<file path="src/rtl/alu_seq_if.sv">
// alu_seq_if: bundles the request, response and ALU-drive signals of alu_seq.
//   req_*  : operation request channel (valid/ready), operands up to 16 bits
//   rsp_*  : result channel (valid/ready), 16-bit data plus flags word
//   alu_*  : registered operands/function to the combinational 8-bit ALU and
//            its combinational result/flags back
//   flags_q: architectural flags register read by branch logic
// Modports: slave = the sequencer (alu_seq), master = its environment.
interface alu_seq_if #(
  parameter int OP_W   = 3,
  parameter int FLAG_W = 8
);
  logic              req_valid;
  logic              req_ready;
  logic [OP_W-1:0]   req_op;
  logic              req_wide;
  logic [15:0]       req_a;
  logic [15:0]       req_b;

  logic [7:0]        alu_a;
  logic [7:0]        alu_b;
  logic [OP_W-1:0]   alu_op;
  logic [7:0]        alu_out;
  logic [FLAG_W-1:0] alu_flags;

  logic              rsp_valid;
  logic              rsp_ready;
  logic [15:0]       rsp_data;
  logic [FLAG_W-1:0] rsp_flags;
  logic [FLAG_W-1:0] flags_q;

  modport slave (
    input  req_valid, req_op, req_wide, req_a, req_b,
    input  alu_out, alu_flags, rsp_ready,
    output req_ready, alu_a, alu_b, alu_op,
    output rsp_valid, rsp_data, rsp_flags, flags_q
  );

  modport master (
    output req_valid, req_op, req_wide, req_a, req_b,
    output alu_out, alu_flags, rsp_ready,
    input  req_ready, alu_a, alu_b, alu_op,
    input  rsp_valid, rsp_data, rsp_flags, flags_q
  );
endinterface

</file>
<file path="src/rtl/alu_seq.sv">
// alu_seq: sequencer that drives an external 8-bit combinational ALU.
//   Accepts 8-bit operations and 16-bit wide adds (wide honoured only for SUM),
//   runs one ALU pass per cycle (LO, HI, optional INC for the low carry),
//   returns result/flags over a valid/ready response channel and updates the
//   architectural flags register on the response handshake.
// Ports:
//   clk   : clock, all state on rising edge
//   rst_n : synchronous active-low reset, clears all state
//   bus   : alu_seq_if.slave (request, response, ALU drive, flags_q)
// Flags layout: {3'b0, parity, zero, overflow, negative, carry}.
module alu_seq #(
  parameter int OP_W   = 3,
  parameter int FLAG_W = 8
) (
  input  logic     clk,
  input  logic     rst_n,
  alu_seq_if.slave bus
);

  localparam logic [OP_W-1:0] OP_ID  = OP_W'(0);
  localparam logic [OP_W-1:0] OP_SUM = OP_W'(1);

  typedef enum logic [2:0] {
    S_IDLE = 3'd0,
    S_LO   = 3'd1,
    S_HI   = 3'd2,
    S_INC  = 3'd3,
    S_RESP = 3'd4
  } state_t;

  state_t            r_state, w_state_nxt;
  logic [15:0]       r_a, w_a;
  logic [15:0]       r_b, w_b;
  logic              r_wide, w_wide;
  logic [7:0]        r_lo, w_lo;
  logic              r_c_lo, w_c_lo;
  logic              r_p_lo, w_p_lo;
  logic              r_c_hi, w_c_hi;
  logic [7:0]        r_alu_a, w_alu_a;
  logic [7:0]        r_alu_b, w_alu_b;
  logic [OP_W-1:0]   r_alu_op, w_alu_op;
  logic              r_rsp_valid, w_rsp_valid;
  logic [15:0]       r_rsp_data, w_rsp_data;
  logic [FLAG_W-1:0] r_rsp_flags, w_rsp_flags;
  logic [FLAG_W-1:0] r_flags_q, w_flags_q;

  // Flags of a wide add are rebuilt from the 16-bit result; parity follows the
  // low-byte pass and carry is whichever of the HI/INC passes carried out.
  function automatic logic [FLAG_W-1:0] wide_flags(
    input logic        a15,
    input logic        b15,
    input logic [15:0] r,
    input logic        carry,
    input logic        parity
  );
    logic [FLAG_W-1:0] f;
    f    = '0;
    f[0] = carry;
    f[1] = r[15];
    f[2] = (a15 == b15) && (r[15] != a15);
    f[3] = (r == 16'h0000);
    f[4] = parity;
    return f;
  endfunction

  always_comb begin
    w_state_nxt = r_state;
    w_a         = r_a;
    w_b         = r_b;
    w_wide      = r_wide;
    w_lo        = r_lo;
    w_c_lo      = r_c_lo;
    w_p_lo      = r_p_lo;
    w_c_hi      = r_c_hi;
    w_alu_a     = r_alu_a;
    w_alu_b     = r_alu_b;
    w_alu_op    = r_alu_op;
    w_rsp_valid = r_rsp_valid;
    w_rsp_data  = r_rsp_data;
    w_rsp_flags = r_rsp_flags;
    w_flags_q   = r_flags_q;

    unique case (r_state)
      S_IDLE: begin
        if (bus.req_valid) begin
          w_a         = bus.req_a;
          w_b         = bus.req_b;
          w_wide      = bus.req_wide && (bus.req_op == OP_SUM);
          w_alu_a     = bus.req_a[7:0];
          w_alu_b     = bus.req_b[7:0];
          w_alu_op    = bus.req_op;
          w_state_nxt = S_LO;
        end
      end
      S_LO: begin
        w_lo   = bus.alu_out;
        w_c_lo = bus.alu_flags[0];
        w_p_lo = bus.alu_flags[4];
        if (!r_wide) begin
          w_rsp_data  = {8'h00, bus.alu_out};
          w_rsp_flags = bus.alu_flags;
          w_rsp_valid = 1'b1;
          w_state_nxt = S_RESP;
        end else begin
          w_alu_a     = r_a[15:8];
          w_alu_b     = r_b[15:8];
          w_alu_op    = OP_SUM;
          w_state_nxt = S_HI;
        end
      end
      S_HI: begin
        w_c_hi = bus.alu_flags[0];
        if (r_c_lo) begin
          // Fold the low-byte carry into the high byte with a +1 pass.
          w_alu_a     = bus.alu_out;
          w_alu_b     = 8'h01;
          w_alu_op    = OP_SUM;
          w_state_nxt = S_INC;
        end else begin
          w_rsp_data  = {bus.alu_out, r_lo};
          w_rsp_flags = wide_flags(r_a[15], r_b[15], {bus.alu_out, r_lo},
                                   bus.alu_flags[0], r_p_lo);
          w_rsp_valid = 1'b1;
          w_state_nxt = S_RESP;
        end
      end
      S_INC: begin
        w_rsp_data  = {bus.alu_out, r_lo};
        w_rsp_flags = wide_flags(r_a[15], r_b[15], {bus.alu_out, r_lo},
                                 r_c_hi | bus.alu_flags[0], r_p_lo);
        w_rsp_valid = 1'b1;
        w_state_nxt = S_RESP;
      end
      S_RESP: begin
        if (bus.rsp_ready) begin
          w_flags_q   = r_rsp_flags;
          w_rsp_valid = 1'b0;
          w_alu_a     = 8'h00;
          w_alu_b     = 8'h00;
          w_alu_op    = OP_ID;
          w_state_nxt = S_IDLE;
        end
      end
      default: w_state_nxt = S_IDLE;
    endcase
  end

  always_ff @(posedge clk) begin
    if (!rst_n) begin
      r_state     <= S_IDLE;
      r_a         <= '0;
      r_b         <= '0;
      r_wide      <= 1'b0;
      r_lo        <= '0;
      r_c_lo      <= 1'b0;
      r_p_lo      <= 1'b0;
      r_c_hi      <= 1'b0;
      r_alu_a     <= '0;
      r_alu_b     <= '0;
      r_alu_op    <= OP_ID;
      r_rsp_valid <= 1'b0;
      r_rsp_data  <= '0;
      r_rsp_flags <= '0;
      r_flags_q   <= '0;
    end else begin
      r_state     <= w_state_nxt;
      r_a         <= w_a;
      r_b         <= w_b;
      r_wide      <= w_wide;
      r_lo        <= w_lo;
      r_c_lo      <= w_c_lo;
      r_p_lo      <= w_p_lo;
      r_c_hi      <= w_c_hi;
      r_alu_a     <= w_alu_a;
      r_alu_b     <= w_alu_b;
      r_alu_op    <= w_alu_op;
      r_rsp_valid <= w_rsp_valid;
      r_rsp_data  <= w_rsp_data;
      r_rsp_flags <= w_rsp_flags;
      r_flags_q   <= w_flags_q;
    end
  end

  assign bus.req_ready = (r_state == S_IDLE);
  assign bus.alu_a     = r_alu_a;
  assign bus.alu_b     = r_alu_b;
  assign bus.alu_op    = r_alu_op;
  assign bus.rsp_valid = r_rsp_valid;
  assign bus.rsp_data  = r_rsp_data;
  assign bus.rsp_flags = r_rsp_flags;
  assign bus.flags_q   = r_flags_q;

endmodule

</file>
<file path="src/flat_wrapper.sv">
// flat-port wrapper written by rule: the top's interface ports become plain ports
module alu_seq_flat 
#(
  parameter int OP_W   = 3,
  parameter int FLAG_W = 8
)
  (clk, rst_n, bus_req_valid, bus_req_op, bus_req_wide, bus_req_a, bus_req_b, bus_alu_out, bus_alu_flags, bus_rsp_ready, bus_req_ready, bus_alu_a, bus_alu_b, bus_alu_op, bus_rsp_valid, bus_rsp_data, bus_rsp_flags, bus_flags_q);
  alu_seq_if #(.OP_W(OP_W), .FLAG_W(FLAG_W)) bus_i ();
  input  logic clk;
  input  logic rst_n;
  input wire logic [$bits(bus_i.req_valid)-1:0] bus_req_valid;
  input wire logic [$bits(bus_i.req_op)-1:0] bus_req_op;
  input wire logic [$bits(bus_i.req_wide)-1:0] bus_req_wide;
  input wire logic [$bits(bus_i.req_a)-1:0] bus_req_a;
  input wire logic [$bits(bus_i.req_b)-1:0] bus_req_b;
  input wire logic [$bits(bus_i.alu_out)-1:0] bus_alu_out;
  input wire logic [$bits(bus_i.alu_flags)-1:0] bus_alu_flags;
  input wire logic [$bits(bus_i.rsp_ready)-1:0] bus_rsp_ready;
  output wire logic [$bits(bus_i.req_ready)-1:0] bus_req_ready;
  output wire logic [$bits(bus_i.alu_a)-1:0] bus_alu_a;
  output wire logic [$bits(bus_i.alu_b)-1:0] bus_alu_b;
  output wire logic [$bits(bus_i.alu_op)-1:0] bus_alu_op;
  output wire logic [$bits(bus_i.rsp_valid)-1:0] bus_rsp_valid;
  output wire logic [$bits(bus_i.rsp_data)-1:0] bus_rsp_data;
  output wire logic [$bits(bus_i.rsp_flags)-1:0] bus_rsp_flags;
  output wire logic [$bits(bus_i.flags_q)-1:0] bus_flags_q;
  assign bus_i.req_valid = bus_req_valid;
  assign bus_i.req_op = bus_req_op;
  assign bus_i.req_wide = bus_req_wide;
  assign bus_i.req_a = bus_req_a;
  assign bus_i.req_b = bus_req_b;
  assign bus_i.alu_out = bus_alu_out;
  assign bus_i.alu_flags = bus_alu_flags;
  assign bus_i.rsp_ready = bus_rsp_ready;
  assign bus_req_ready = bus_i.req_ready;
  assign bus_alu_a = bus_i.alu_a;
  assign bus_alu_b = bus_i.alu_b;
  assign bus_alu_op = bus_i.alu_op;
  assign bus_rsp_valid = bus_i.rsp_valid;
  assign bus_rsp_data = bus_i.rsp_data;
  assign bus_rsp_flags = bus_i.rsp_flags;
  assign bus_flags_q = bus_i.flags_q;
  alu_seq #(.OP_W(OP_W), .FLAG_W(FLAG_W)) u_core (.clk(clk), .rst_n(rst_n), .bus(bus_i));
endmodule
</file>
<file path="config.mk">
export PLATFORM = sky130hd
export DESIGN_NAME = alu_seq_flat
export DESIGN_NICKNAME = d
export VERILOG_FILES = /design/src/rtl/alu_seq_if.sv /design/src/rtl/alu_seq.sv /design/src/flat_wrapper.sv
export SDC_FILE = /design/constraint.sdc
export NUM_CORES = 1
export LEC_CHECK = 0
export ABC_AREA = 1
export CELL_PAD_IN_SITES_DETAIL_PLACEMENT = 1
export CELL_PAD_IN_SITES_GLOBAL_PLACEMENT = 2
export CORE_ASPECT_RATIO = 2
export CORE_MARGIN = 2
export CORE_UTILIZATION = 27
export CTS_CLUSTER_SIZE = 25
export DETAILED_ROUTE_END_ITERATION = 8
export PLACE_DENSITY_LB_ADDON = 0.1
export SLEW_MARGIN = 15
export SYNTH_ARGS = -nofsm -noshare
export SYNTH_HDL_FRONTEND = slang
export SYNTH_SLANG_ARGS = --single-unit
</file>
<file path="constraint.sdc">
create_clock -name clk -period 3.2 [get_ports clk]
set_clock_uncertainty 0.15 [all_clocks]
set_input_delay 0.64 -clock clk [delete_from_list [all_inputs] [get_ports clk]]
set_output_delay 0.64 -clock clk [all_outputs]
set_load 0.01 [all_outputs]
</file>
; ---- Word level (Yosys, flattened, before mapping)
; Index checks and enable logic that the tools add are counted.
[op_classes]
eq_ne = 13
mux = 28
bitwise = 1
n_reduce_logical = 13
[ops]
columns = cell, n
row1 = two-way mux 8 bit, 9
row2 = case mux 8 bit (4 select lines), 2
row3 = case mux 16 bit (3 select lines), 1
row4 = two-way mux 16 bit, 2
row5 = case mux 8 bit (3 select lines), 1
row6 = two-way mux 3 bit, 7
row7 = logical NOT 16 bit, 1
row8 = case mux 3 bit (5 select lines), 1
row9 = case mux 3 bit (4 select lines), 1
row10 = "inequality test 2 bit, second input constant", 4
row11 = nonzero test 4 bit, 2
row12 = "equality test 3 x 1 -> 1 bit, second input constant", 2
row13 = "equality test 3 x 2 -> 1 bit, second input constant", 2
row14 = AND reduction 2 bit, 3
row15 = AND reduction 5 bit, 1
row16 = "inequality test 2 x 1 -> 1 bit, second input constant", 2
row17 = case mux 1 bit (4 select lines), 1
row18 = AND reduction 4 bit, 1
row19 = "equality test 3 bit, second input constant", 1
row20 = logical NOT 3 bit, 1
row21 = two-way mux 1 bit, 3
row22 = AND reduction 3 bit, 1
row23 = nonzero test 3 bit, 1
row24 = logical AND 1 bit, 2
row25 = 3 further kinds, 3
[word_totals]
ff_bits = 99
input_bits = 56

; ---- Depth between registers and ports, before layout
; Gate-level depths: netlist of run 1.
[logic_depth]
word_depth = 4
mapped_depth = 11
ltp_nobuf = 9

; ---- Worst setup path after synthesis of run 1
; Ideal clock, no wire load.
[synth_timing]
path_kind = register -> output
startpoint = reg u_core.r_state[0]
endpoint = out bus_req_ready
t_arrival_ps = 1002
required_ps = 2410
setup_slack_ps = 1408
path_stages_with_launch = 6
cell_sequence = dfxtp_1 > buf_6 > nor2_4 > inv_1 > nor2_2 > buf_2
[synth_via]
elab_chain_cells = 1
[synth_rtl]
columns = item, line_no
row1 = from (decl), alu_seq.sv:31  ; state_t r_state, w_state_nxt;
row2 = from (signal assigned), alu_seq.sv:166  ; r_state <= w_state_nxt;
row3 = logical NOT 3 bit, alu_seq.sv:184  ; assign bus.req_ready = (r_state == S_IDLE);
row4 = to (decl), flat_wrapper.sv:19  ; output wire logic [$bits(bus_i.req_ready)-1:0] bus_req_ready;
; No other way between the ends.

; ---- Worst setup path after layout of run 1
[layout_timing]
startpoint = reg u_core.r_state[1]
endpoint = out bus_req_ready
; Same word-level chain as after synthesis.

==> results of run 1 <==
-- synth_stat cells --
library cell,n
a21oi_1,48
clkbuf_1,10
nor2_4,1
buf_2,12
buf_6,5
buf_1,1
nand3b_1,2
buf_4,4
a31oi_1,1
nor2_2,3
o21ai_0,54
a211oi_1,1
nor2_1,91
nand3_2,1
inv_2,1
nand3_1,46
nand4_1,2
nor3_1,1
clkinv_1,1
dfxtp_1,83
nand2_1,131
nand2_2,3
inv_1,59
-- sequential cells by signal, summed over array words and instances (netlist names), 3 cells and up --
register              flops
u_core.bus.rsp_data      16
u_core.bus.alu_a          8
u_core.bus.alu_b          8
u_core.bus.flags_q        8
u_core.bus.rsp_flags      8
u_core.r_a                8
u_core.r_b                8
u_core.r_lo               8
u_core.bus.alu_op         3
u_core.r_state            3
-- final cells by class --
cell class / instances / area [µm²] / share of cell area [%]
multi-input combinational: 385 / 1680 / 32.4
clock buffer: 11 / 243 / 4.69
clock inverter: 5 / 37.5 / 0.725
tap: 157 / 196 / 3.80
timing repair buffer: 115 / 1130 / 21.8
sequential: 83 / 1660 / 32.1
inverter: 61 / 229 / 4.42
-- worst max-delay path: cells and delay by family, from the launching register on --
family / cells / cell delay, ns
buffers and inverters: 2 / 0.65
flip-flops: 1 / 0.49
AND/OR/NAND/NOR: 2 / 0.42
-- per-stage QoR --
step	cell area [µm²]	setup WS (ns)	utilization, %	hold WS, ns	std cells
after floorplan	3760	1.41	-	0.275	561
after global placement	4890	0.708	35.6	0.280	801
after detailed placement	4890	0.653	35.6	0.285	801
after CTS	5170	0.464	37.7	0.295	817
after global routing	5170	0.379	37.7	0.320	817
final	5170	0.505	37.7	0.291	817
-- power breakdown --
| group | switching (µW) | total, µW | internal, µW |
|---|---|---|---|
| Clock | 447 | 998 | 550 |
| Combinational | 416 | 773 | 357 |
| Sequential | 72.8 | 1240 | 1160 |
| Total | 936 | 3010 | 2070 |
-- kinds of logic after synthesis --
group | Yosys count | share of synthesized area, %
flip-flops | 83 | 44.2
AO/OA/AOI/OAI | 104 | 14.0
buffers and inverters | 93 | 11.1
AND/OR/NAND/NOR | 281 | 30.7
-- worst paths after layout --
check,from,to,slack [ns],depth (start not counted)
worst max register to register,u_core.r_state[1],u_core.r_b[15],0.83,7
worst max-delay path,u_core.r_state[1],bus_req_ready,0.51,4
worst min register to register,u_core.bus.flags_q[0],u_core.bus.flags_q[0],0.29,2
worst min-delay path,u_core.bus.flags_q[0],u_core.bus.flags_q[0],0.29,2
-- layer usage --
metal	global-route usage (%)	vias up	share of wire, %
met5	0	-	0
met3	2.94	7	2.8
li1	-	1952	-
met4	5.02	0	1.1
met1	20.4	1745	44
met2	29.7	72	52
==> impl_metrics.env, run 1 <==
export IMPL_nNetsFinal=711
export IMPL_drtAntennaViolNets=0
export IMPL_gp_congestion=0.769
export IMPL_tritoncts="built"
export IMPL_postSynthCellCount=561
export IMPL_hold_buffers=0
export IMPL_cp_data_required_time_ns=2.41
export IMPL_layout_commonest_cell="nand2_1"
export IMPL_status="completed"
export IMPL_arrival_ns=1.90
export IMPL_worstSkewPairLatency_ns=0.34
export IMPL_drc=0
export IMPL_path_cells="nor2_4 -> inv_1 -> nor2_2 -> clkdlybuf4s50_1"
export IMPL_cts_buffers_inserted=9
export IMPL_die_x_um=87.4
export IMPL_antenna_cells=0
export IMPL_grt_start_max_net_pins=37
export IMPL_finalMaxSlewViolations=0
export IMPL_worst_setup_path_type="flop to output port"
export IMPL_antenna_found_initial=0
export IMPL_cts_resized=0
export IMPL_grt_pass1_wl_um=19300
export IMPL_synth_largest_area_cell="dfxtp_1"
export IMPL_grt_pass1_vias=3817
export IMPL_path_max_fanout=12
export IMPL_first_iter_violations=115
export IMPL_synth_avg_cell_area_um2=6.70
export IMPL_hold_path_class="flop to flop"
export IMPL_syn_to_final_growth_pct=37.7
export IMPL_yosysTopAreaCellShare_pct=44.2
export IMPL_slew_headroom_pct=48.3
export IMPL_hold_viol=0
export IMPL_grt_overflow_total=0
export IMPL_htreeDepth=3
export IMPL_firstDrtPassIters=4
export IMPL_irDropWorstVdd_mv=0.267
export IMPL_cp_end_kind="output port"
export IMPL_final_cell_mix="131 x nand2_1, 107 x clkdlybuf4s50_1, 91 x nor2_1"
export IMPL_syn_area_mm2=0.00376
export IMPL_ios=109
export IMPL_synth_area_leaders="dfxtp_1 44%, nand2_1 13%, nor2_1 9.1%"
export IMPL_ctsLongestPathBuffers=2
export IMPL_p_leak_uw=0.00221
export IMPL_initial_core_util_pct=27.3
export IMPL_core_area_mm2=0.0137
export IMPL_yosysUniqueCellTypes=23
export IMPL_fmax_ghz=0.371
export IMPL_cts_sinks=83
export IMPL_wl_per_cell_um=14.7
export IMPL_post_cts_buffers=0
export IMPL_design_power_total_uw=3010
export IMPL_yosysSeqAreaShare_pct=44.2
export IMPL_syn_nets=617
export IMPL_rsz0062_at_grt="no"
export IMPL_min_period_ns=2.69
export IMPL_nFillCells=1729
export IMPL_fin_crit_sh_pct=84.2
export IMPL_via_per_inst=4.62
export IMPL_setup_worst_path_start_class="flop"
export IMPL_ys_ff_latch=83
export IMPL_track_usage_pct=16.8
export IMPL_rows=61
export IMPL_hpwlAfterDp_um=8630
export IMPL_vias=3776
export IMPL_cpPeakStageDelay_ns=0.57
export IMPL_finalSetupViolations=0
export IMPL_critPathSlowestCell="clkdlybuf4s50_1"
export IMPL_die_h_um=171
export IMPL_cts_root_buf="clkbuf_16"
export IMPL_portBuffers=108
export IMPL_dieArea_mm2=0.0149
export IMPL_layout_drive_gt1_share_pct=4.85
export IMPL_cellPowerDensity_mw_per_mm2=581
export IMPL_tightest_slew_ns=0.775
export IMPL_setup_tns_ns=0
export IMPL_clkTransAtPathRegs_ns=0.06
export IMPL_wl_um=12000
export IMPL_yosys_warnings=0
export IMPL_drv_cap=0
(Power assumes the default switching activity.)
==> run 2: changes to the inputs <==
- CORE_UTILIZATION: 27 -> 22
- clock period: 3.2 -> 2.3 ns (I/O delays scaled with it)
==> impl_metrics.env, run 2 (synthesis results as in run 1) <==
export IMPL_dp_slack_ns=0.177
export IMPL_irDropWorstVdd_mv=0.348
export IMPL_grt_pass1_vias=4147
export IMPL_nNetsFinal=726
export IMPL_setup_tns_ns=0
export IMPL_syn_to_final_growth_pct=44.0
export IMPL_grt_pass1_wl_um=21600
export IMPL_drc=0
export IMPL_cts_root_buf="clkbuf_16"
export IMPL_min_to="u_core.bus.rsp_valid"
export IMPL_tritoncts="built"
export IMPL_clkTransAtPathRegs_ns=0.06
export IMPL_finalSetupViolations=0
export IMPL_p_int_uw=3150
export IMPL_fmax_ghz=0.489
export IMPL_hold_viol=0
export IMPL_antenna_found_initial=0
export IMPL_firstDrtPassIters=4
export IMPL_min_period_ns=2.04
export IMPL_portBuffers=108
export IMPL_worst_setup_path_type="flop to output port"
export IMPL_p_switching_uw=1340
export IMPL_cts_sinks=83
export IMPL_clkPwrFrac_pct=36.2
export IMPL_hold_path_class="flop to flop"
export IMPL_multi_input_area_mm2=0.00168
export IMPL_tightest_slew_ns=0.721
export IMPL_die_h_um=189
export IMPL_p_seq_share_pct=38.3
export IMPL_nFillCells=2078
export IMPL_drtAntennaViolNets=0
export IMPL_utilization_pct=32.3
export IMPL_status="completed"
export IMPL_die_x_um=96.4
export IMPL_arrival_ns=1.43
export IMPL_cts_buffers_inserted=9
export IMPL_wl_um=13200
export IMPL_r2r_start="u_core.r_state[0]"
export IMPL_rsz0062_at_grt="no"
export IMPL_initial_core_util_pct=22.4
export IMPL_dieArea_mm2=0.0182
export IMPL_finalMaxSlewViolations=0
export IMPL_cellPowerDensity_mw_per_mm2=829
export IMPL_comb_power_share_pct=25.5
export IMPL_regToRegEndpoint="u_core.r_b[12]"
export IMPL_core_area_mm2=0.0168
export IMPL_r2r_cells=8
export IMPL_path_max_fanout=8
export IMPL_wl_per_cell_um=15.0
export IMPL_largest_reg_flops=16
export IMPL_sw_frac_of_total_pct=29.9
export IMPL_hold_buffers=0
export IMPL_final_cell_mix="131 x nand2_1, 106 x clkdlybuf4s50_1, 91 x nor2_1"
export IMPL_layout_commonest_cell="nand2_1"
export IMPL_grt_start_max_net_pins=43
export IMPL_setup_worst_path_start_class="flop"
export IMPL_register_area_mm2=0.00166
export IMPL_antenna_cells=0
export IMPL_htreeDepth=3
export IMPL_hold_start="u_core.bus.rsp_valid"
export IMPL_slew_headroom_pct=51.9
export IMPL_holdWs_ns=0.297
export IMPL_gp_congestion=0.731
export IMPL_p_leak_uw=0.00231
export IMPL_rrSetupSlack_ns=0.44
export IMPL_ios=109
export IMPL_post_cts_buffers=0
export IMPL_hpwlAfterDp_um=9950
export IMPL_layout_drive_gt1_share_pct=6.96
export IMPL_drv_cap=0
export IMPL_via_per_inst=4.39
export IMPL_ctsLongestPathBuffers=2
export IMPL_fin_crit_sh_pct=88.9
export IMPL_first_iter_violations=141
export IMPL_rows=67
export IMPL_hold_depth=2
export IMPL_track_usage_pct=15.4
export IMPL_grt_overflow_total=0
export IMPL_worstSkewPairLatency_ns=0.34
export IMPL_finalWorstSetupSlack_ns=0.255
export IMPL_cp_end_kind="output port"
export IMPL_vias=3876
export IMPL_cp_data_required_time_ns=1.69
[run 2: cell count changes in the layout (fill, tap and decap cells not counted), sizes merged]
cell	previous run	this run
bufinv	0	2
buf	8	23
clkinv	3	4
clkinvlp	2	0
dlygate4sd2	0	1
clkdlybuf4s50	107	106
inv	61	60
[run 2: area by class of cell]
class	instances	area share (%)
sequential	83	30.7
inverter	61	4.23
multi-input combinational	385	31.0
tap	207	4.79
timing repair buffer	130	23.1
clock inverter	5	1.60
clock buffer	11	4.49
[run 2: critical path, cell delays in order (launching register included)]
cell and delay [ns]:
dfxtp_1 0.40, nor2_4 0.15, inv_1 0.05, nor2_2 0.19
dlygate4sd2_1 0.31
[run 2: power by group through the flow]
stage	clock [µW]	combinational [µW]	sequential [µW]
global route	1740	1300	1740
finish	1630	1140	1720
global placement	0	1150	1750
detailed placement	0	1170	1750
floorplan	0	565	1790
CTS	1670	1170	1720
[run 2: routing by layer]
metal	wire (µm)	share of wire, %	vias to the layer above	global-route usage (%)
met5	0	0	-	0
met4	287	2.2	0	5.42
met3	416	3.1	17	2.56
met2	7040	53	72	27.8
met1	5480	41	1807	17.8
li1	-	-	1980	-
[run 2: worst max-delay path by stage]
stage / startpoint / slack [ns] / end / cells after the start
6_report: u_core.r_state[0] / 0.26 / bus_req_ready / 4
5_1_grt: u_core.r_state[0] / 0.15 / bus_req_ready / 4
3_3_place_gp: bus_rsp_ready / 0.25 / u_core.bus.alu_a[3] / 9
3_5_place_dp: bus_rsp_ready / 0.18 / u_core.bus.alu_a[1] / 9
4_1_cts: u_core.r_state[0] / 0.22 / bus_req_ready / 4
2_1_floorplan: u_core.r_state[0] / 0.69 / bus_req_ready / 5
[run 2: stage by stage]
stage          instance area (µm²)  power, µW  cells
6_report                      5410       4490    882
5_1_grt                       5410       4780    882
4_1_cts                       5410       4570    882
3_5_place_dp                  5080       2920    866
3_3_place_gp                  5080       2900    866
2_1_floorplan                 3760       2350    561
[run 2: timing repair]
item | in CTS | in global routing
resized for setup | 1 | 0
hold endpoints to repair | 0 | 0
endpoints found under the setup margin | 1 | 0
